$ cat src/rtl/cnn_seq_pkg.sv
// Shared types and constants for the CNN layer sequencer: state encoding,
// stage indices and the per-stage pass-count lookup.
package cnn_seq_pkg;

   typedef enum logic [2:0] {
      S_IDLE,
      S_CLEAR,
      S_RUN,
      S_DRAIN,
      S_NEXT,
      S_FINISH
   } seq_state_t;

   localparam int NUM_STAGES = 6;
   localparam int TMR_W      = 13;

   localparam logic [2:0] STG_LOAD  = 3'd0;
   localparam logic [2:0] STG_CONV1 = 3'd1;
   localparam logic [2:0] STG_POOL1 = 3'd2;
   localparam logic [2:0] STG_CONV2 = 3'd3;
   localparam logic [2:0] STG_POOL2 = 3'd4;
   localparam logic [2:0] STG_FC    = 3'd5;

   typedef struct packed {
      logic [2:0] conv1;
      logic [2:0] pool1;
      logic [2:0] conv2;
      logic [2:0] pool2;
      logic [2:0] fc;
   } pass_cfg_t;

   // Image load always runs once; a configured count of zero behaves as one.
   function automatic logic [2:0] passes_for(input logic [2:0] stage, input pass_cfg_t cfg);
      logic [2:0] n;
      case (stage)
         STG_CONV1: n = cfg.conv1;
         STG_POOL1: n = cfg.pool1;
         STG_CONV2: n = cfg.conv2;
         STG_POOL2: n = cfg.pool2;
         STG_FC:    n = cfg.fc;
         default:   n = 3'd1;
      endcase
      return (n == 3'd0) ? 3'd1 : n;
   endfunction

endpackage

$ cat src/rtl/cnn_layer_sequencer_if.sv
// Host/counter-facing signal bundle of the layer sequencer.
// slave = sequencer side, master = host and layer counters.
interface cnn_layer_sequencer_if;
   import cnn_seq_pkg::*;

   logic                  start;
   logic                  abort;
   logic [NUM_STAGES-1:0] stage_done;
   logic [NUM_STAGES-1:0] stage_clr;
   logic [NUM_STAGES-1:0] stage_en;
   logic [2:0]            stage_idx;
   logic [2:0]            pass_idx;
   logic                  busy;
   logic                  done;
   logic                  wdog_err;

   modport master (
      output start, abort, stage_done,
      input  stage_clr, stage_en, stage_idx, pass_idx, busy, done, wdog_err
   );

   modport slave (
      input  start, abort, stage_done,
      output stage_clr, stage_en, stage_idx, pass_idx, busy, done, wdog_err
   );

endinterface

$ cat src/rtl/seq_cycle_timer.sv
// Loadable down-counter that saturates at zero; shared between the
// inter-pass drain interval and the per-pass watchdog.
module seq_cycle_timer
   import cnn_seq_pkg::*;
#(
   parameter int W = TMR_W
) (
   input  logic         clk,
   input  logic         reset,
   input  logic         load,
   input  logic [W-1:0] load_val,
   input  logic         dec,
   output logic         zero
);

   logic [W-1:0] cnt_q, cnt_d;

   always_comb begin
      cnt_d = cnt_q;
      if (load)
         cnt_d = load_val;
      else if (dec && (cnt_q != '0))
         cnt_d = cnt_q - W'(1);
   end

   always_ff @(posedge clk or posedge reset) begin
      if (reset) cnt_q <= '0;
      else       cnt_q <= cnt_d;
   end

   assign zero = (cnt_q == '0);

endmodule

$ cat src/rtl/cnn_layer_sequencer.sv
// Top-level control FSM stepping the per-layer address counters through every
// stage and pass. Optional run watchdog enabled by defining SEQ_WATCHDOG_EN.
module cnn_layer_sequencer
   import cnn_seq_pkg::*;
#(
   parameter int DRAIN_CYC    = 4,
   parameter int CONV1_PASSES = 3,
   parameter int POOL1_PASSES = 3,
   parameter int CONV2_PASSES = 4,
   parameter int POOL2_PASSES = 4,
   parameter int FC_PASSES    = 5,
   parameter int WDOG_CYC     = 8192
) (
   input logic                  clk,
   input logic                  reset,
   cnn_layer_sequencer_if.slave bus
);

   localparam pass_cfg_t CFG = '{
      conv1: 3'(CONV1_PASSES),
      pool1: 3'(POOL1_PASSES),
      conv2: 3'(CONV2_PASSES),
      pool2: 3'(POOL2_PASSES),
      fc:    3'(FC_PASSES)
   };
   localparam logic [TMR_W-1:0] DRAIN_LOAD = TMR_W'((DRAIN_CYC > 0) ? DRAIN_CYC - 1 : 0);
   localparam logic [TMR_W-1:0] WDOG_LOAD  = TMR_W'(WDOG_CYC - 1);

   seq_state_t            state_q, state_d;
   logic [2:0]            stage_idx_q, stage_idx_d;
   logic [2:0]            pass_idx_q, pass_idx_d;
   logic                  run_first_q, run_first_d;
   logic [NUM_STAGES-1:0] stage_clr_q, stage_clr_d;
   logic [NUM_STAGES-1:0] stage_en_q, stage_en_d;
   logic                  busy_q, busy_d;
   logic                  done_q, done_d;

   logic                  tmr_load, tmr_dec, tmr_zero;
   logic [TMR_W-1:0]      tmr_val;
   logic                  run_done;

   // The first RUN cycle may still see the previous pass's done level.
   assign run_done = !run_first_q && bus.stage_done[stage_idx_q];

   seq_cycle_timer #(.W(TMR_W)) u_timer (
      .clk      (clk),
      .reset    (reset),
      .load     (tmr_load),
      .load_val (tmr_val),
      .dec      (tmr_dec),
      .zero     (tmr_zero)
   );

   always_comb begin
      state_d     = state_q;
      stage_idx_d = stage_idx_q;
      pass_idx_d  = pass_idx_q;
      run_first_d = 1'b0;
      tmr_load    = 1'b0;
      tmr_dec     = 1'b0;
      tmr_val     = WDOG_LOAD;

      case (state_q)
         S_IDLE: begin
            if (bus.start) begin
               state_d     = S_CLEAR;
               stage_idx_d = '0;
               pass_idx_d  = '0;
            end
         end
         S_CLEAR: begin
            state_d     = S_RUN;
            run_first_d = 1'b1;
            tmr_load    = 1'b1;
         end
         S_RUN: begin
            if (run_done) begin
               if (DRAIN_CYC > 0) begin
                  state_d  = S_DRAIN;
                  tmr_load = 1'b1;
                  tmr_val  = DRAIN_LOAD;
               end else begin
                  state_d = S_NEXT;
               end
            end
`ifdef SEQ_WATCHDOG_EN
            else if (tmr_zero) begin
               state_d     = S_IDLE;
               stage_idx_d = '0;
               pass_idx_d  = '0;
            end else begin
               tmr_dec = 1'b1;
            end
`endif
         end
         S_DRAIN: begin
            if (tmr_zero) state_d = S_NEXT;
            else          tmr_dec = 1'b1;
         end
         S_NEXT: begin
            if (pass_idx_q < passes_for(stage_idx_q, CFG) - 3'd1) begin
               pass_idx_d = pass_idx_q + 3'd1;
               state_d    = S_CLEAR;
            end else if (stage_idx_q < STG_FC) begin
               stage_idx_d = stage_idx_q + 3'd1;
               pass_idx_d  = '0;
               state_d     = S_CLEAR;
            end else begin
               state_d = S_FINISH;
            end
         end
         S_FINISH: begin
            state_d     = S_IDLE;
            stage_idx_d = '0;
            pass_idx_d  = '0;
         end
         default: state_d = S_IDLE;
      endcase

      if (bus.abort) begin
         state_d     = S_IDLE;
         stage_idx_d = '0;
         pass_idx_d  = '0;
         run_first_d = 1'b0;
         tmr_load    = 1'b0;
         tmr_dec     = 1'b0;
      end

      // Outputs are decoded from the next state so they leave the flops aligned with it.
      stage_clr_d = '0;
      stage_en_d  = '0;
      if (state_d == S_CLEAR) stage_clr_d = NUM_STAGES'(1) << stage_idx_d;
      if (state_d == S_RUN)   stage_en_d  = NUM_STAGES'(1) << stage_idx_d;
      busy_d = (state_d != S_IDLE);
      done_d = (state_d == S_FINISH);
   end

   always_ff @(posedge clk or posedge reset) begin
      if (reset) begin
         state_q     <= S_IDLE;
         stage_idx_q <= '0;
         pass_idx_q  <= '0;
         run_first_q <= 1'b0;
         stage_clr_q <= '0;
         stage_en_q  <= '0;
         busy_q      <= 1'b0;
         done_q      <= 1'b0;
      end else begin
         state_q     <= state_d;
         stage_idx_q <= stage_idx_d;
         pass_idx_q  <= pass_idx_d;
         run_first_q <= run_first_d;
         stage_clr_q <= stage_clr_d;
         stage_en_q  <= stage_en_d;
         busy_q      <= busy_d;
         done_q      <= done_d;
      end
   end

`ifdef SEQ_WATCHDOG_EN
   logic wdog_err_q, wdog_err_d;

   always_comb begin
      wdog_err_d = wdog_err_q;
      if (!bus.abort) begin
         if (state_q == S_IDLE && bus.start)
            wdog_err_d = 1'b0;
         else if (state_q == S_RUN && !run_done && tmr_zero)
            wdog_err_d = 1'b1;
      end
   end

   always_ff @(posedge clk or posedge reset) begin
      if (reset) wdog_err_q <= 1'b0;
      else       wdog_err_q <= wdog_err_d;
   end

   assign bus.wdog_err = wdog_err_q;
`else
   assign bus.wdog_err = 1'b0;
`endif

   assign bus.stage_clr = stage_clr_q;
   assign bus.stage_en  = stage_en_q;
   assign bus.stage_idx = stage_idx_q;
   assign bus.pass_idx  = pass_idx_q;
   assign bus.busy      = busy_q;
   assign bus.done      = done_q;

endmodule

$ cat src/flat_wrapper.sv
// flat-port wrapper written by rule: the top's interface ports become plain ports
module cnn_layer_sequencer_flat import cnn_seq_pkg::*;
#(
   parameter int DRAIN_CYC    = 4,
   parameter int CONV1_PASSES = 3,
   parameter int POOL1_PASSES = 3,
   parameter int CONV2_PASSES = 4,
   parameter int POOL2_PASSES = 4,
   parameter int FC_PASSES    = 5,
   parameter int WDOG_CYC     = 8192
)
  (clk, reset, bus_start, bus_abort, bus_stage_done, bus_stage_clr, bus_stage_en, bus_stage_idx, bus_pass_idx, bus_busy, bus_done, bus_wdog_err);
  cnn_layer_sequencer_if bus_i ();
  input logic clk;
  input logic reset;
  input wire logic [$bits(bus_i.start)-1:0] bus_start;
  input wire logic [$bits(bus_i.abort)-1:0] bus_abort;
  input wire logic [$bits(bus_i.stage_done)-1:0] bus_stage_done;
  output wire logic [$bits(bus_i.stage_clr)-1:0] bus_stage_clr;
  output wire logic [$bits(bus_i.stage_en)-1:0] bus_stage_en;
  output wire logic [$bits(bus_i.stage_idx)-1:0] bus_stage_idx;
  output wire logic [$bits(bus_i.pass_idx)-1:0] bus_pass_idx;
  output wire logic [$bits(bus_i.busy)-1:0] bus_busy;
  output wire logic [$bits(bus_i.done)-1:0] bus_done;
  output wire logic [$bits(bus_i.wdog_err)-1:0] bus_wdog_err;
  assign bus_i.start = bus_start;
  assign bus_i.abort = bus_abort;
  assign bus_i.stage_done = bus_stage_done;
  assign bus_stage_clr = bus_i.stage_clr;
  assign bus_stage_en = bus_i.stage_en;
  assign bus_stage_idx = bus_i.stage_idx;
  assign bus_pass_idx = bus_i.pass_idx;
  assign bus_busy = bus_i.busy;
  assign bus_done = bus_i.done;
  assign bus_wdog_err = bus_i.wdog_err;
  cnn_layer_sequencer #(.DRAIN_CYC(DRAIN_CYC), .CONV1_PASSES(CONV1_PASSES), .POOL1_PASSES(POOL1_PASSES), .CONV2_PASSES(CONV2_PASSES), .POOL2_PASSES(POOL2_PASSES), .FC_PASSES(FC_PASSES), .WDOG_CYC(WDOG_CYC)) u_core (.clk(clk), .reset(reset), .bus(bus_i));
endmodule
$ cat config.mk
export PLATFORM = sky130hd
export DESIGN_NAME = cnn_layer_sequencer_flat
export DESIGN_NICKNAME = d
export VERILOG_FILES = /design/src/rtl/cnn_seq_pkg.sv /design/src/rtl/cnn_layer_sequencer_if.sv /design/src/rtl/seq_cycle_timer.sv /design/src/rtl/cnn_layer_sequencer.sv /design/src/flat_wrapper.sv
export SDC_FILE = /design/constraint.sdc
export NUM_CORES = 1
export LEC_CHECK = 0
export BUFFER_PORTS_ARGS = -buffer_cell sky130_fd_sc_hd__clkbuf_2
export CAP_MARGIN = 20
export CORE_ASPECT_RATIO = 0.9
export CORE_MARGIN = 2
export CORE_UTILIZATION = 35
export CTS_BUF_LIST = sky130_fd_sc_hd__clkbuf_8
export CTS_CLUSTER_SIZE = 30
export DETAILED_ROUTE_END_ITERATION = 10
export GPL_TIMING_DRIVEN = 0
export PLACE_DENSITY = 0.64
export SLEW_MARGIN = 10
export SYNTH_ARGS = -nofsm -noshare
export SYNTH_HDL_FRONTEND = slang
export SYNTH_HIERARCHICAL = 1
export SYNTH_SLANG_ARGS = --single-unit
$ cat constraint.sdc
create_clock -name clk -period 9.5 [get_ports clk]
set_input_delay 0.475 -clock clk [delete_from_list [all_inputs] [get_ports clk]]
set_output_delay 0.475 -clock clk [all_outputs]
set_load 0.01 [all_outputs]
[Yosys cells after proc, flatten, opt, wreduce, memory -nomap -nowiden]
Index checks and enable logic that the tools add are counted.
Cells by class
  add/subtract/negate cells: 4
  order comparisons: 3
  equal/unequal tests: 15
  shifts and indexed selects: 1
  multiplexer cells: 36
  reduce and logical (&&, ||, !) cells: 13
Operators by type and width (count)
  $mux 13: 4
  $mux 3: 16
  $pmux 3 s3: 3
  $eq 3x2->1 const B: 5
  $eq 3x3->1 const B: 5
  $pmux 3 s5: 1
  $logic_not 13->1: 1
  $reduce_bool 13->1: 1
  $sub 13x1->13 const B: 1
  $mux 6: 2
  $eq 3x1->1 const B: 3
  $mux 1: 8
  $add 3x1->3 const B: 2
  $logic_not 3->1: 2
  $shl 1x3->6 const A: 1
  $lt 3x4->1 const B: 1
  $ne 4x2->1 const B: 1
  $reduce_bool 4->1: 1
  $reduce_or 2->1: 2
  $bmux 1 s3: 1
  $lt 3x3->1: 1
  $lt 3x3->1 const B: 1
  $ne 3x3->1 const B: 1
  $reduce_and 3->1: 1
  other kinds (6): 7
Word-level totals
  flip-flop bits (word level): 37
  output and inout bits: 21
  word-level logic and storage cells: 81

[Logic depth before layout (Yosys ltp)]
Gate-level depths: netlist (run 1).
  word-level depth: 13
  mapped depth: 15
  mapped depth without buffers: 14

[Cells and area by module]
Netlist (run 1), hierarchy kept.
Modules (own cells, without submodules)
  cnn_layer_sequencer: instances 1, cells each 155, area an instance 1629.1 sq um
  seq_cycle_timer: instances 1, cells each 92, area an instance 904.6 sq um

[Least setup slack after synthesis (run 1)]
Ideal clock, no wire load.
  path kind: reg-to-reg
  start: register u_core.stage_idx_q[0] (netlist: u_core/bus.stage_idx[0])
  end: register u_core.stage_clr_q[0] (netlist: u_core/bus.stage_clr[0])
  arrival: 2.964 ns
  required time: 9.354 ns
  slack: 6.389 ns
  cell stages (with the launch flop): 15
  cell sequence: dfrtp_1 -> inv_1 -> ha_1 -> nor3b_4 -> nor2_1 -> nor2_1 -> ha_1 -> xnor2_1 -> ha_1 -> nor4_4 -> o21a_4 -> o21ai_0 -> a311o_2 -> inv_4 -> nor4_1
On the way
  longest elaborated chain between the ends: 13
Ends and longest elaborated chain
  from (decl): RTL line cnn_layer_sequencer.sv:30  | logic [2:0] stage_idx_q, stage_idx_d;
  from (signal assigned): RTL line cnn_layer_sequencer.sv:150  | stage_idx_q <= stage_idx_d;
  $eq 3x2->1, or another cell as far along: RTL line cnn_seq_pkg.sv:35  | case (stage)
  $reduce_or 2->1 (no line)
  $pmux 3 s3: RTL line cnn_seq_pkg.sv:35
  $mux 3: RTL line cnn_layer_sequencer.sv:63  | case (state_q)
  $logic_not 3->1: RTL line cnn_seq_pkg.sv:43  | return (n == 3'd0) ? 3'd1 : n;
  $mux 3: RTL line cnn_seq_pkg.sv:43
  $sub 3x1->3: RTL line cnn_layer_sequencer.sv:101  | if (pass_idx_q < passes_for(stage_idx_q, CFG) - 3'd1) begin
  $lt 3x3->1: RTL line cnn_layer_sequencer.sv:101
  $mux 3 (*): RTL line cnn_layer_sequencer.sv:101
  $pmux 3 s3 (*): RTL line cnn_layer_sequencer.sv:63
  $mux 3 (*): RTL line cnn_layer_sequencer.sv:120  | if (bus.abort) begin
  named net u_core.stage_idx_d[2]: RTL line cnn_layer_sequencer.sv:30
  $shl 1x3->6 (*): RTL line cnn_layer_sequencer.sv:132  | if (state_d == S_CLEAR) stage_clr_d = NUM_STAGES'(1) << stage_idx_d;
  $mux 6 (*): RTL line cnn_layer_sequencer.sv:132
  named net u_core.stage_clr_d[0]: RTL line cnn_layer_sequencer.sv:33  | logic [NUM_STAGES-1:0] stage_clr_q, stage_clr_d;
  to (signal assigned): RTL line cnn_layer_sequencer.sv:153  | stage_clr_q <= stage_clr_d;
  to (decl): RTL line cnn_layer_sequencer.sv:33
The timed path passes the listed nets; every way through them passes the cells marked *. The select of a mux whose other input is x is not followed.
A chain may end at the register's enable or synchronous reset.

[Final worst setup path (run 1)]
  start: register u_core.stage_idx_q[0] (netlist: u_core/bus.stage_idx[0])
  end: register u_core.stage_clr_q[0] (netlist: u_core/bus.stage_clr[0])
On the way
  longest elaborated chain between the ends: 13
Ends and longest elaborated chain (RTL line)
  $eq 3x2->1, or another cell as far along: cnn_seq_pkg.sv:35
  $reduce_or 2->1 (no line)
  $pmux 3 s3: cnn_seq_pkg.sv:35
  $mux 3: cnn_layer_sequencer.sv:63
  $logic_not 3->1: cnn_seq_pkg.sv:43
  $mux 3: cnn_seq_pkg.sv:43
  $sub 3x1->3: cnn_layer_sequencer.sv:101
  $lt 3x3->1: cnn_layer_sequencer.sv:101
  $mux 3: cnn_layer_sequencer.sv:101
  $pmux 3 s3 (*): cnn_layer_sequencer.sv:63
  $mux 3 (*): cnn_layer_sequencer.sv:120
  named net u_core.stage_idx_d[0]: cnn_layer_sequencer.sv:30
  $shl 1x3->6 (*): cnn_layer_sequencer.sv:132
  $mux 6 (*): cnn_layer_sequencer.sv:132
  named net u_core.stage_clr_d[0]: cnn_layer_sequencer.sv:33
Marks and branches as above.

==> metrics.txt, run 1 <==
# TYPE chip_impl_metric gauge
chip_impl_info{name="yosysMostFrequentCell",value="sky130_fd_sc_hd__dfrtp_1"} 1
chip_impl_metric{name="worst_ir_drop_vdd",unit="mV"} 0.0831
chip_impl_info{name="cp_slowest_cell",value="sky130_fd_sc_hd__dfrtp_1"} 1
chip_impl_metric{name="synth-compound-area-share",unit="%"} 20.6
chip_impl_metric{name="start_util",unit="%"} 36.0
chip_impl_info{name="synthTopCellsByCount",value="sky130_fd_sc_hd__dfrtp_1, sky130_fd_sc_hd__a21oi_1, sky130_fd_sc_hd__nor2_1"} 1
chip_impl_info{name="synthDominantAreaCellType",value="sky130_fd_sc_hd__dfrtp_1"} 1
chip_impl_metric{name="numCtsBuffers",unit=""} 5
chip_impl_metric{name="worst_clock_skew",unit="ns"} 0.00871
chip_impl_metric{name="synthDominantCellAreaShare",unit="%"} 36.5
chip_impl_metric{name="synth.area.mux_share",unit="%"} 2.07
chip_impl_metric{name="postSynthRegisterBits",unit=""} 37
chip_impl_metric{name="pin_count_of_the_biggest_net_entering_global_routing",unit=""} 25
chip_impl_metric{name="cp_num_buf_inv",unit=""} 2
chip_impl_metric{name="gp_congestion",unit=""} 0.806
chip_impl_metric{name="clkPwrFrac",unit="%"} 28.7
chip_impl_info{name="setup.worst_path.end",value="u_core/bus.stage_clr[0]"} 1
chip_impl_metric{name="timing.critical_path.fanout_max",unit=""} 9
chip_impl_metric{name="number_of_setup_violations_in_the_final_report",unit=""} 0
chip_impl_metric{name="antennaDiodeCount",unit=""} 0
chip_impl_metric{name="p_comb_share",unit="%"} 19.8
chip_impl_metric{name="critical_path_required",unit="ns"} 9.68
chip_impl_metric{name="grt_first_pass_wirelength",unit="mm"} 8.94
chip_impl_metric{name="synth_warnings",unit=""} 6
chip_impl_info{name="postSynth.topFlopCell",value="sky130_fd_sc_hd__dfrtp_1"} 1
chip_impl_info{name="unrepaired_setup_endpoints_after_global_routing",value="no"} 1
chip_impl_info{name="worstSetupStartpointType",value="register"} 1
chip_impl_metric{name="design.final.nets",unit=""} 305
chip_impl_metric{name="r2r.worst_path.cells",unit=""} 13
chip_impl_metric{name="crit_path_max_incr_delay",unit="ns"} 0.53
chip_impl_metric{name="slew_viol_final",unit=""} 0
chip_impl_metric{name="cp.arrival",unit="ns"} 3.66
chip_impl_metric{name="cell_internal_pwr",unit="µW"} 262
chip_impl_metric{name="share_of_the_yosys_chip_area_belonging_to_registers",unit="%"} 36.5
chip_impl_metric{name="cp.depth",unit=""} 13
chip_impl_metric{name="synth_enable_flop_cells",unit=""} 0
chip_impl_info{name="synth.top_cells.by_area",value="sky130_fd_sc_hd__dfrtp_1, sky130_fd_sc_hd__ha_1, sky130_fd_sc_hd__a21oi_1, sky130_fd_sc_hd__nor2_1, sky130_fd_sc_hd__nor4_1"} 1
chip_impl_metric{name="syn_area",unit="µm²"} 2530
chip_impl_info{name="ctsRootBufferMaster",value="sky130_fd_sc_hd__clkbuf_8"} 1
chip_impl_metric{name="io_pins",unit=""} 31
chip_impl_metric{name="first_global_vias",unit=""} 1840
chip_impl_metric{name="number_of_antenna_violations_at_the_first_check_in_global_routing",unit=""} 0
chip_impl_metric{name="routedWlPerCell",unit="µm"} 14.3
chip_impl_metric{name="p_leak",unit="µW"} 0.00122
chip_impl_metric{name="cts.sinks",unit=""} 37
chip_impl_metric{name="htree_levels",unit=""} 2
chip_impl_metric{name="final.period_utilization",unit="%"} 36.7
chip_impl_metric{name="core_area",unit="µm²"} 7040
chip_impl_metric{name="dr.pass1.iters",unit=""} 4
chip_impl_info{name="type_of_the_setup_path_with_the_least_slack",value="reg -> reg"} 1
chip_impl_metric{name="synth-simple-area-share",unit="%"} 28.0
chip_impl_metric{name="period_needed",unit="ns"} 3.48
chip_impl_metric{name="globalRoute.totalOverflow",unit=""} 0
chip_impl_info{name="status",value="complete, no violations"} 1
chip_impl_metric{name="drive_gt1_share",unit="%"} 28.7
chip_impl_metric{name="routed_via_density",unit=""} 5.22
chip_impl_metric{name="route.detailed.drc",unit=""} 0
chip_impl_metric{name="final_hold_viol_count",unit=""} 0
chip_impl_metric{name="die_width",unit="µm"} 93.7
chip_impl_metric{name="setup.reg_to_reg.worst_slack",unit="ns"} 6.02
chip_impl_metric{name="die_height",unit="µm"} 84.7
chip_impl_metric{name="cts.reportedPaths.clkPinSlew",unit="ns"} 0.08
chip_impl_metric{name="seqPwrFrac",unit="%"} 51.5
chip_impl_metric{name="cts_hold_repair.buffers",unit=""} 0
chip_impl_info{name="rr_startpoint",value="u_core/bus.stage_idx[0]"} 1
chip_impl_metric{name="share_of_the_core_filled_with_cells",unit="%"} 41.1
chip_impl_metric{name="post-cts-setup-buffers",unit=""} 0
chip_impl_metric{name="power.net_switching",unit="µW"} 127
chip_impl_metric{name="first_iter_violations",unit=""} 72
chip_impl_info{name="reg_to_reg_end",value="u_core/bus.stage_clr[0]"} 1
chip_impl_info{name="timing.critical_path.cells",value="inv_1, ha_1, nor3b_4, nor2_1, nor2_1, ha_1, ha_1, o21ai_1, nor2b_1, nor4_1, a211oi_4, inv_4, nor4_1"} 1
chip_impl_metric{name="synth_cell_type_count",unit=""} 73
chip_impl_metric{name="via_count",unit=""} 1980
chip_impl_metric{name="max_freq",unit="MHz"} 287
chip_impl_metric{name="rows",unit=""} 29
chip_impl_metric{name="yosys.area_share.adder",unit="%"} 4.94
chip_impl_metric{name="synth.avg_cell_area",unit="µm²"} 10.3
chip_impl_info{name="crit_start",value="u_core/bus.stage_idx[0]"} 1
chip_impl_metric{name="place_hpwl",unit="mm"} 4.02
chip_impl_info{name="timing.critical_path.mode_cell",value="sky130_fd_sc_hd__ha_1"} 1
chip_impl_metric{name="port_buffers",unit=""} 29
chip_impl_metric{name="cts_resized",unit=""} 0
chip_impl_metric{name="route.antenna.remaining_nets",unit=""} 0
chip_impl_metric{name="synth-xor-area-share",unit="%"} 1.38
chip_impl_metric{name="final_wirelength",unit="mm"} 5.41
chip_impl_metric{name="synth_cells",unit=""} 247
chip_impl_metric{name="fp.dieArea",unit="µm²"} 7940
chip_impl_info{name="synth_top_family_by_area",value="simple AND/OR/NAND/NOR gates"} 1
chip_impl_info{name="min_path_type",value="in -> async"} 1
chip_impl_metric{name="ys_async_sr_fraction",unit="%"} 100
chip_impl_metric{name="power-per-cell-area",unit="nW/µm²"} 134
chip_impl_metric{name="max_slew_margin_vs_limit",unit="%"} 40.4
chip_impl_metric{name="sw_frac_of_total",unit="%"} 32.5
chip_impl_metric{name="hold_ws",unit="ns"} 0.208
chip_impl_info{name="crit_path_end_kind",value="register"} 1
chip_impl_metric{name="ctsLongestPathBuffers",unit=""} 2
chip_impl_info{name="crit_family",value="simple AND/OR/NAND/NOR gates"} 1
chip_impl_metric{name="fin_setup_tns",unit="ns"} 0
chip_impl_metric{name="area.growth.synth_to_final",unit="%"} 14.3
chip_impl_info{name="tritoncts_clock_tree",value="done"} 1
chip_impl_metric{name="clk_lat_worst_skew",unit="ns"} 0.29
chip_impl_metric{name="cap_viol_max_count",unit=""} 0
chip_impl_metric{name="worst_pin_slew",unit="ns"} 0.893
chip_impl_metric{name="grt_use_total",unit="%"} 13.9
-- power groups by stage --
stage          Clock, µW  Sequential (µW)  Combinational (µW)
6_report             112              201                76.9
5_1_grt              123              204                85.9
4_1_cts              117              200                77.0
3_5_place_dp           0              204                76.5
3_3_place_gp           0              203                74.1
2_1_floorplan          0              198                59.3
-- how the worst min path moves through the flow --
stage	from	to	slack (ns)
final	reset	u_core/u_timer/cnt_q[0]	0.21
after global routing	reset	u_core/u_timer/cnt_q[0]	0.26
after CTS	reset	u_core/u_timer/cnt_q[0]	0.22
after detailed placement	u_core/bus.pass_idx[2]	u_core/bus.pass_idx[2]	0.53
after global placement	u_core/bus.pass_idx[2]	u_core/bus.pass_idx[2]	0.53
after floorplan	reset	u_core/u_timer/cnt_q[0]	0.35
-- logic make-up after synthesis --
kind of cell | after synthesis
multiplexers | 5
XOR/XNOR | 4
AND/OR/NAND/NOR | 98
AO/OA/AOI/OAI | 63
adder cells (fa/ha/maj) | 10
buffers and inverters | 28
other | 2
flip-flops | 37
-- cell usage in the layout (no fill, tap or decap), types with 6 or more instances in the layout --
cell                       count
sky130_fd_sc_hd__nand2b_1      8
sky130_fd_sc_hd__o21ai_0       6
sky130_fd_sc_hd__nand2_1      14
sky130_fd_sc_hd__nor4_1       11
sky130_fd_sc_hd__inv_1        13
sky130_fd_sc_hd__a21oi_1      21
sky130_fd_sc_hd__ha_1         10
sky130_fd_sc_hd__clkbuf_2     30
sky130_fd_sc_hd__nor2_1       21
sky130_fd_sc_hd__dfrtp_1      37
-- flip-flops by register name (all words and copies together), names as in the netlist --
name,cells
u_core/run_first_q,1
u_core/state_q,3
u_core/u_timer/cnt_q,13
u_core/bus.done,1
u_core/bus.stage_en,6
u_core/bus.stage_clr,6
u_core/bus.stage_idx,3
u_core/bus.busy,1
u_core/bus.pass_idx,3
-- metrics by stage --
stage          total power, µW  cells  worst slack, ns  area [µm²]
3_5_place_dp               280    370             5.94        2800
3_3_place_gp               277    370             6.01        2800
2_1_floorplan              258    248             6.39        2540
6_report                   389    379             6.02        2900
4_1_cts                    394    378             5.93        2890
5_1_grt                    412    379             5.76        2900
-- layout make-up --
class                      count  area (µm²)
multi-input combinational    183        1460
inverter                      15        61.3
sequential                    37         926
fill                         719        4140
tap                           93         116
buffer                        13        95.1
clock inverter                 3        22.5
timing repair buffer          30         150
clock buffer                   5        68.8
-- layer usage --
metal  vias up  part of all wire (%)  GRT usage, %  routed length (µm)
met5         -                     0             0                   0
met4         0                  0.85          3.69                  46
met3         4                   3.7          2.51                 200
met2        40                    43          20.1                2340
met1       960                    52          21.3                2820
li1        976                     -             -                   -
-- worst register-to-register path: cells and delay by family, from the launching register on --
| kind | cells | cell delay, ns |
|---|---|---|
| and+or+nand+nor | 6 | 1.24 |
| AOI/OAI and AO/OA | 2 | 0.46 |
| buffers and inverters | 2 | 0.33 |
| adders and majority gates | 3 | 0.81 |
| DFF | 1 | 0.53 |
No activity file was read; power rests on OpenSTA's default activity.
==> inputs of run 2 (changes only) <==
Settings changed: PLACE_DENSITY 0.64 to 0.66.
Clock period 9.5 ns to 2.9 ns, I/O delays scaled along.
==> metrics.txt, run 2 (synthesized netlist as in run 1, its figures left out) <==
# TYPE chip_impl_metric gauge
chip_impl_metric{name="place_hpwl",unit="mm"} 3.96
chip_impl_info{name="highest-signal-layer",value="met4"} 1
chip_impl_metric{name="pin_count_of_the_biggest_net_entering_global_routing",unit=""} 25
chip_impl_metric{name="cap_viol_max_count",unit=""} 0
chip_impl_metric{name="worst_pin_slew",unit="ns"} 0.921
chip_impl_metric{name="antennaDiodeCount",unit=""} 0
chip_impl_metric{name="placement.setup.worst_slack",unit="ns"} -0.267
chip_impl_metric{name="largest_reg_flops",unit=""} 13
chip_impl_metric{name="core_area",unit="µm²"} 7040
chip_impl_metric{name="critical_path_required",unit="ns"} 3.08
chip_impl_info{name="reg_to_reg_end",value="u_core/bus.stage_en[1]"} 1
chip_impl_metric{name="rows",unit=""} 29
chip_impl_metric{name="fin_setup_tns",unit="ns"} -3.04
chip_impl_info{name="status",value="complete, but fails checks"} 1
chip_impl_info{name="layout.cells.most_common",value="sky130_fd_sc_hd__dfrtp_1"} 1
chip_impl_metric{name="dr.pass1.iters",unit=""} 4
chip_impl_info{name="type_of_the_setup_path_with_the_least_slack",value="reg -> reg"} 1
chip_impl_info{name="ctsRootBufferMaster",value="sky130_fd_sc_hd__clkbuf_8"} 1
chip_impl_metric{name="p_leak",unit="µW"} 0.00142
chip_impl_metric{name="ctsLongestPathBuffers",unit=""} 2
chip_impl_metric{name="r2r.worst_path.cells",unit=""} 15
chip_impl_metric{name="design.final.nets",unit=""} 332
chip_impl_metric{name="met2_length",unit="mm"} 3.09
chip_impl_info{name="violations",value="setup timing"} 1
chip_impl_metric{name="cts.reportedPaths.clkPinSlew",unit="ns"} 0.09
chip_impl_info{name="tritoncts_clock_tree",value="done"} 1
chip_impl_metric{name="cp.arrival",unit="ns"} 3.30
chip_impl_metric{name="final_wirelength",unit="mm"} 6.45
chip_impl_metric{name="gp_congestion",unit=""} 0.842
chip_impl_metric{name="slew_viol_final",unit=""} 0
chip_impl_metric{name="worst_ir_drop_vdd",unit="mV"} 0.254
chip_impl_metric{name="routedWlPerCell",unit="µm"} 15.9
chip_impl_metric{name="hold_ws",unit="ns"} 0.331
chip_impl_metric{name="globalRoute.totalOverflow",unit=""} 0
chip_impl_metric{name="period_needed",unit="ns"} 3.13
chip_impl_metric{name="first_global_vias",unit=""} 2142
chip_impl_metric{name="grt_first_pass_wirelength",unit="mm"} 10.7
chip_impl_metric{name="final.period_utilization",unit="%"} 108
chip_impl_metric{name="final_critical_path_setup_slack",unit="ns"} -0.227
chip_impl_metric{name="total_power",unit="µW"} 1520
chip_impl_info{name="unrepaired_setup_endpoints_after_global_routing",value="yes"} 1
chip_impl_info{name="crit_path_end_kind",value="register"} 1
chip_impl_metric{name="timing.critical_path.fanout_max",unit=""} 6
chip_impl_metric{name="routedLengthMet1",unit="mm"} 2.90
chip_impl_info{name="setup.worst_path.end",value="u_core/bus.stage_en[1]"} 1
chip_impl_metric{name="route.detailed.drc",unit=""} 0
chip_impl_metric{name="routed_via_density",unit=""} 5.36
chip_impl_metric{name="setup.reg_to_reg.worst_slack",unit="ns"} -0.23
chip_impl_info{name="max_flop_register",value="u_core/u_timer/cnt_q"} 1
chip_impl_info{name="crit_start",value="u_core/bus.stage_idx[1]"} 1
chip_impl_metric{name="final_instance_count_excl_fillers",unit=""} 406
chip_impl_metric{name="grt_use_total",unit="%"} 16.9
chip_impl_info{name="final_cell_mix",value="sky130_fd_sc_hd__dfrtp_1, sky130_fd_sc_hd__clkbuf_2, sky130_fd_sc_hd__buf_4, sky130_fd_sc_hd__a21oi_1, sky130_fd_sc_hd__nor2_1"} 1
chip_impl_metric{name="final_hold_viol_count",unit=""} 0
chip_impl_metric{name="routed-wl-met3",unit="µm"} 351
chip_impl_info{name="rr_startpoint",value="u_core/bus.stage_idx[1]"} 1
chip_impl_metric{name="die_width",unit="µm"} 93.7
chip_impl_info{name="min_path_type",value="in -> reg"} 1
chip_impl_metric{name="max_slew_margin_vs_limit",unit="%"} 38.5
chip_impl_metric{name="number_of_antenna_violations_at_the_first_check_in_global_routing",unit=""} 0
chip_impl_metric{name="area.growth.synth_to_final",unit="%"} 36.6
chip_impl_metric{name="worst_clock_skew",unit="ns"} 0.00956
chip_impl_metric{name="first_iter_violations",unit=""} 241
chip_impl_metric{name="number_of_setup_violations_in_the_final_report",unit=""} 18
chip_impl_metric{name="numCtsBuffers",unit=""} 5
chip_impl_metric{name="clk_lat_worst_skew",unit="ns"} 0.30
chip_impl_metric{name="max_freq",unit="MHz"} 320
chip_impl_metric{name="via_count",unit=""} 2175
chip_impl_metric{name="dpl.cell_count",unit=""} 370
chip_impl_info{name="worstSetupStartpointType",value="register"} 1
chip_impl_metric{name="port_buffers",unit=""} 29
chip_impl_metric{name="route.antenna.remaining_nets",unit=""} 0
chip_impl_metric{name="die_height",unit="µm"} 84.7
chip_impl_metric{name="power-per-cell-area",unit="nW/µm²"} 440
chip_impl_metric{name="io_pins",unit=""} 31
chip_impl_metric{name="htree_levels",unit=""} 2
chip_impl_metric{name="cts.sinks",unit=""} 37
chip_impl_metric{name="start_util",unit="%"} 36.0
chip_impl_metric{name="fp.dieArea",unit="µm²"} 7940
chip_impl_metric{name="drive_gt1_share",unit="%"} 46.6
==> run 2: cell count changes in the layout (fill, tap and decap cells not counted), sizes merged <==
cell and delta:
buf +25, clkinv -2, clkinvlp +3, bufinv +2, dlygate4sd3 +1, inv -1, clkbuf -1
==> run 2: through the flow <==
step                      utilization [%]  instance area [µm²]
after detailed placement             40.4                 2840
after floorplan                         -                 2580
after CTS                            47.1                 3310
after global routing                 49.2                 3460
final                                49.2                 3460
after global placement               40.4                 2840
==> run 2: layout make-up <==
cell class,instances,area (µm²)
Buffer,13,105
Tap cell,93,116
Multi-Input combinational cell,183,1710
Fill cell,646,3580
Clock inverter,3,68.8
Timing Repair inverter,2,13.8
Clock buffer,5,68.8
Inverter,15,78.8
Timing Repair Buffer,55,374
Sequential cell,37,928
==> run 2: how the worst min path moves through the flow <==
stage                    from                      end  slack (ns)  cells after the start
floorplan               reset  u_core/u_timer/cnt_q[0]        0.02                      1
finish              bus_abort        u_core/state_q[1]        0.33                      4
detailed placement      reset  u_core/u_timer/cnt_q[0]        0.20                      2
global route        bus_abort        u_core/state_q[1]        0.35                      4
global placement        reset  u_core/u_timer/cnt_q[0]        0.21                      2
CTS                 bus_abort        u_core/state_q[1]        0.32                      4
==> run 2: timing repair <==
item,4_1_cts,5_1_grt
hold buffers,1,0
setup endpoints to repair,25,28
endpoints found under the hold margin,13,0
pin swaps,21,14
gates resized for setup,33,21
setup buffers,17,7
cloned,3,0
==> run 2: critical path: stages (launching register included) <==
cell	delay [ns]
sky130_fd_sc_hd__dfrtp_2	0.45
sky130_fd_sc_hd__buf_6	0.14
sky130_fd_sc_hd__inv_6	0.05
sky130_fd_sc_hd__ha_4	0.12
sky130_fd_sc_hd__and2_4	0.14
sky130_fd_sc_hd__nor2_2	0.03
sky130_fd_sc_hd__nor2_1	0.10
sky130_fd_sc_hd__ha_2	0.30
sky130_fd_sc_hd__ha_4	0.17
sky130_fd_sc_hd__nor4_4	0.38
sky130_fd_sc_hd__o21a_4	0.21
sky130_fd_sc_hd__buf_6	0.11
sky130_fd_sc_hd__o21ai_2	0.06
sky130_fd_sc_hd__a311o_2	0.51
sky130_fd_sc_hd__clkinv_4	0.15
sky130_fd_sc_hd__nor4_2	0.06
==> run 2: per-layer routing <==
| metal | global-route usage [%] | up-vias |
|---|---|---|
| li1 | - | 1035 |
| met1 | 24.2 | 1054 |
| met2 | 25.6 | 75 |
| met3 | 3.59 | 11 |
| met4 | 5.40 | 0 |
| met5 | 0 | - |
==> run 2: power breakdown <==
part           total, µW  internal, µW  switching, µW
Combinational        305           144            161
Clock                557           347            211
Sequential           661           576           85.0
Total               1520          1070            457
==> inputs of run 3 (changes only) <==
Settings changed: PLACE_DENSITY 0.66 to 0.64.
Clock period 2.9 ns to 3.6 ns, I/O delays scaled along.
==> metrics.txt, run 3 (synthesized netlist as in run 1, its figures left out) <==
# TYPE chip_impl_metric gauge
chip_impl_metric{name="clk_lat_worst_skew",unit="ns"} 0.29
chip_impl_metric{name="final_hold_viol_count",unit=""} 0
chip_impl_metric{name="seqPwrFrac",unit="%"} 51.6
chip_impl_metric{name="globalRoute.totalOverflow",unit=""} 0
chip_impl_info{name="max_flop_register",value="u_core/u_timer/cnt_q"} 1
chip_impl_metric{name="cts.sinks",unit=""} 37
chip_impl_metric{name="number_of_antenna_violations_at_the_first_check_in_global_routing",unit=""} 0
chip_impl_metric{name="dpl.cell_count",unit=""} 370
chip_impl_metric{name="cell_internal_pwr",unit="µW"} 693
chip_impl_metric{name="fin_setup_tns",unit="ns"} 0
chip_impl_metric{name="final_instance_count_excl_fillers",unit=""} 381
chip_impl_metric{name="p_leak",unit="µW"} 0.00123
chip_impl_metric{name="max_slew_margin_vs_limit",unit="%"} 39.6
chip_impl_metric{name="worst_clock_skew",unit="ns"} 0.00673
chip_impl_info{name="type_of_the_setup_path_with_the_least_slack",value="reg -> reg"} 1
chip_impl_metric{name="cts.reportedPaths.clkPinSlew",unit="ns"} 0.08
chip_impl_metric{name="number_of_setup_violations_in_the_final_report",unit=""} 0
chip_impl_metric{name="route.detailed.drc",unit=""} 0
chip_impl_metric{name="route.antenna.remaining_nets",unit=""} 0
chip_impl_metric{name="grt_first_pass_wirelength",unit="mm"} 8.94
chip_impl_metric{name="start_util",unit="%"} 36.0
chip_impl_metric{name="port_buffers",unit=""} 29
chip_impl_metric{name="rows",unit=""} 29
chip_impl_metric{name="period_needed",unit="ns"} 3.42
chip_impl_info{name="status",value="complete, no violations"} 1
chip_impl_metric{name="first_global_vias",unit=""} 1840
chip_impl_metric{name="ctsLongestPathBuffers",unit=""} 2
chip_impl_metric{name="area.growth.synth_to_final",unit="%"} 15.1
chip_impl_metric{name="first_iter_violations",unit=""} 90
chip_impl_metric{name="largest_reg_flops",unit=""} 13
chip_impl_info{name="unrepaired_setup_endpoints_after_global_routing",value="yes"} 1
chip_impl_metric{name="die_width",unit="µm"} 93.7
chip_impl_metric{name="worst_ir_drop_vdd",unit="mV"} 0.217
chip_impl_info{name="min_path_type",value="in -> reg"} 1
chip_impl_metric{name="power-per-cell-area",unit="nW/µm²"} 352
chip_impl_info{name="worstSetupStartpointType",value="register"} 1
chip_impl_metric{name="cap_viol_max_count",unit=""} 0
chip_impl_metric{name="worst_pin_slew",unit="ns"} 0.905
chip_impl_metric{name="gp_congestion",unit=""} 0.806
chip_impl_metric{name="fp.dieArea",unit="µm²"} 7940
chip_impl_metric{name="die_height",unit="µm"} 84.7
chip_impl_info{name="layout.cells.most_common",value="sky130_fd_sc_hd__dfrtp_1"} 1
chip_impl_metric{name="place_hpwl",unit="mm"} 4.02
chip_impl_metric{name="htree_levels",unit=""} 2
chip_impl_metric{name="sw_frac_of_total",unit="%"} 32.4
chip_impl_metric{name="dr.pass1.iters",unit=""} 4
chip_impl_metric{name="antennaDiodeCount",unit=""} 0
chip_impl_metric{name="core_area",unit="µm²"} 7040
chip_impl_info{name="final_cell_mix",value="sky130_fd_sc_hd__dfrtp_1, sky130_fd_sc_hd__clkbuf_2, sky130_fd_sc_hd__nor2_1, sky130_fd_sc_hd__a21oi_1, sky130_fd_sc_hd__nand2_1"} 1
chip_impl_metric{name="drive_gt1_share",unit="%"} 29.5
chip_impl_metric{name="final.period_utilization",unit="%"} 95.0
chip_impl_metric{name="io_pins",unit=""} 31
chip_impl_info{name="crit_path_end_kind",value="register"} 1
chip_impl_metric{name="p_comb_share",unit="%"} 19.9
chip_impl_metric{name="slew_viol_final",unit=""} 0
chip_impl_metric{name="routedWlPerCell",unit="µm"} 14.4
chip_impl_metric{name="via_count",unit=""} 2001
chip_impl_metric{name="power.net_switching",unit="µW"} 332
chip_impl_metric{name="final_wirelength",unit="mm"} 5.47
chip_impl_metric{name="numCtsBuffers",unit=""} 5
chip_impl_metric{name="total_power",unit="µW"} 1030
chip_impl_metric{name="routed_via_density",unit=""} 5.25
chip_impl_metric{name="clkPwrFrac",unit="%"} 28.5
chip_impl_metric{name="critical_path_required",unit="ns"} 3.78
chip_impl_info{name="ctsRootBufferMaster",value="sky130_fd_sc_hd__clkbuf_8"} 1
chip_impl_metric{name="design.final.nets",unit=""} 307
chip_impl_metric{name="cp.arrival",unit="ns"} 3.60
chip_impl_metric{name="max_freq",unit="MHz"} 292
chip_impl_metric{name="pin_count_of_the_biggest_net_entering_global_routing",unit=""} 25
chip_impl_metric{name="grt_use_total",unit="%"} 13.9
chip_impl_metric{name="timing.critical_path.fanout_max",unit=""} 8
chip_impl_info{name="tritoncts_clock_tree",value="done"} 1
==> run 3: cell type report <==
cell class,instances,area [µm²]
fillers,718,4120
plain buffers,13,95.1
clock buffers,5,68.8
inverters,15,61.3
repair buffers,32,168
well taps,93,116
flip-flops and latches,37,927
clock inverters,3,22.5
multi-input cells,183,1460
==> run 3: per-layer routing <==
| metal | global-route usage [%] | routed length (µm) |
|---|---|---|
| met1 | 21.3 | 2860 |
| met2 | 20.1 | 2370 |
| met3 | 2.51 | 190 |
| met4 | 3.69 | 49 |
| met5 | 0 | 0 |
==> run 3: timing repair <==
action                                 CTS  global route
endpoints found under the hold margin   13             0
setup endpoints to repair                0            11
hold buffers                             1             0
buffers inserted                         0             1
resized for setup                        0             2
==> run 3: critical path, cell delays in order (launching register included) <==
cell and delay [ns]:
sky130_fd_sc_hd__dfrtp_1 0.42, sky130_fd_sc_hd__buf_2 0.23, sky130_fd_sc_hd__inv_1 0.10, sky130_fd_sc_hd__ha_1 0.20
sky130_fd_sc_hd__and2_1 0.21, sky130_fd_sc_hd__nor2_1 0.12, sky130_fd_sc_hd__nor2_1 0.05, sky130_fd_sc_hd__ha_1 0.28
sky130_fd_sc_hd__ha_1 0.23, sky130_fd_sc_hd__nor4_4 0.38, sky130_fd_sc_hd__o21ai_4 0.14, sky130_fd_sc_hd__a2111oi_4 0.38
sky130_fd_sc_hd__a211oi_4 0.09, sky130_fd_sc_hd__buf_4 0.17, sky130_fd_sc_hd__nor4_1 0.30
==> run 3: worst paths after layout <==
path,startpoint,end,slack [ns],cells after the start
setup / recovery,u_core/bus.stage_idx[1],u_core/bus.stage_en[5],0.18,14
hold / removal,bus_abort,u_core/state_q[1],0.35,4
setup reg to reg,u_core/bus.stage_idx[1],u_core/bus.stage_en[5],0.18,14
hold reg to reg,u_core/bus.pass_idx[2],u_core/bus.pass_idx[2],0.53,1
max in group asynchronous,reset,u_core/bus.stage_idx[0],2.36,3
min in group asynchronous,reset,u_core/u_timer/cnt_q[0],0.46,3
==> run 3: power by group through the flow <==
| stage | clock network (µW) | logic, µW | registers (µW) |
|---|---|---|---|
| after floorplan | 0 | 157 | 523 |
| after global placement | 0 | 195 | 536 |
| after detailed placement | 0 | 202 | 537 |
| after CTS | 308 | 204 | 529 |
| after global routing | 323 | 228 | 538 |
| final | 292 | 204 | 529 |
==> run 3: through the flow <==
stage	area, µm²	setup WS, ns	util (%)	hold WS (ns)
floorplan	2540	0.489	-	0.0570
global placement	2800	0.112	39.8	0.245
detailed placement	2800	0.0394	39.8	0.245
CTS	2900	0.0267	41.2	0.324
global route	2920	-0.00508	41.4	0.349
finish	2920	0.179	41.4	0.351
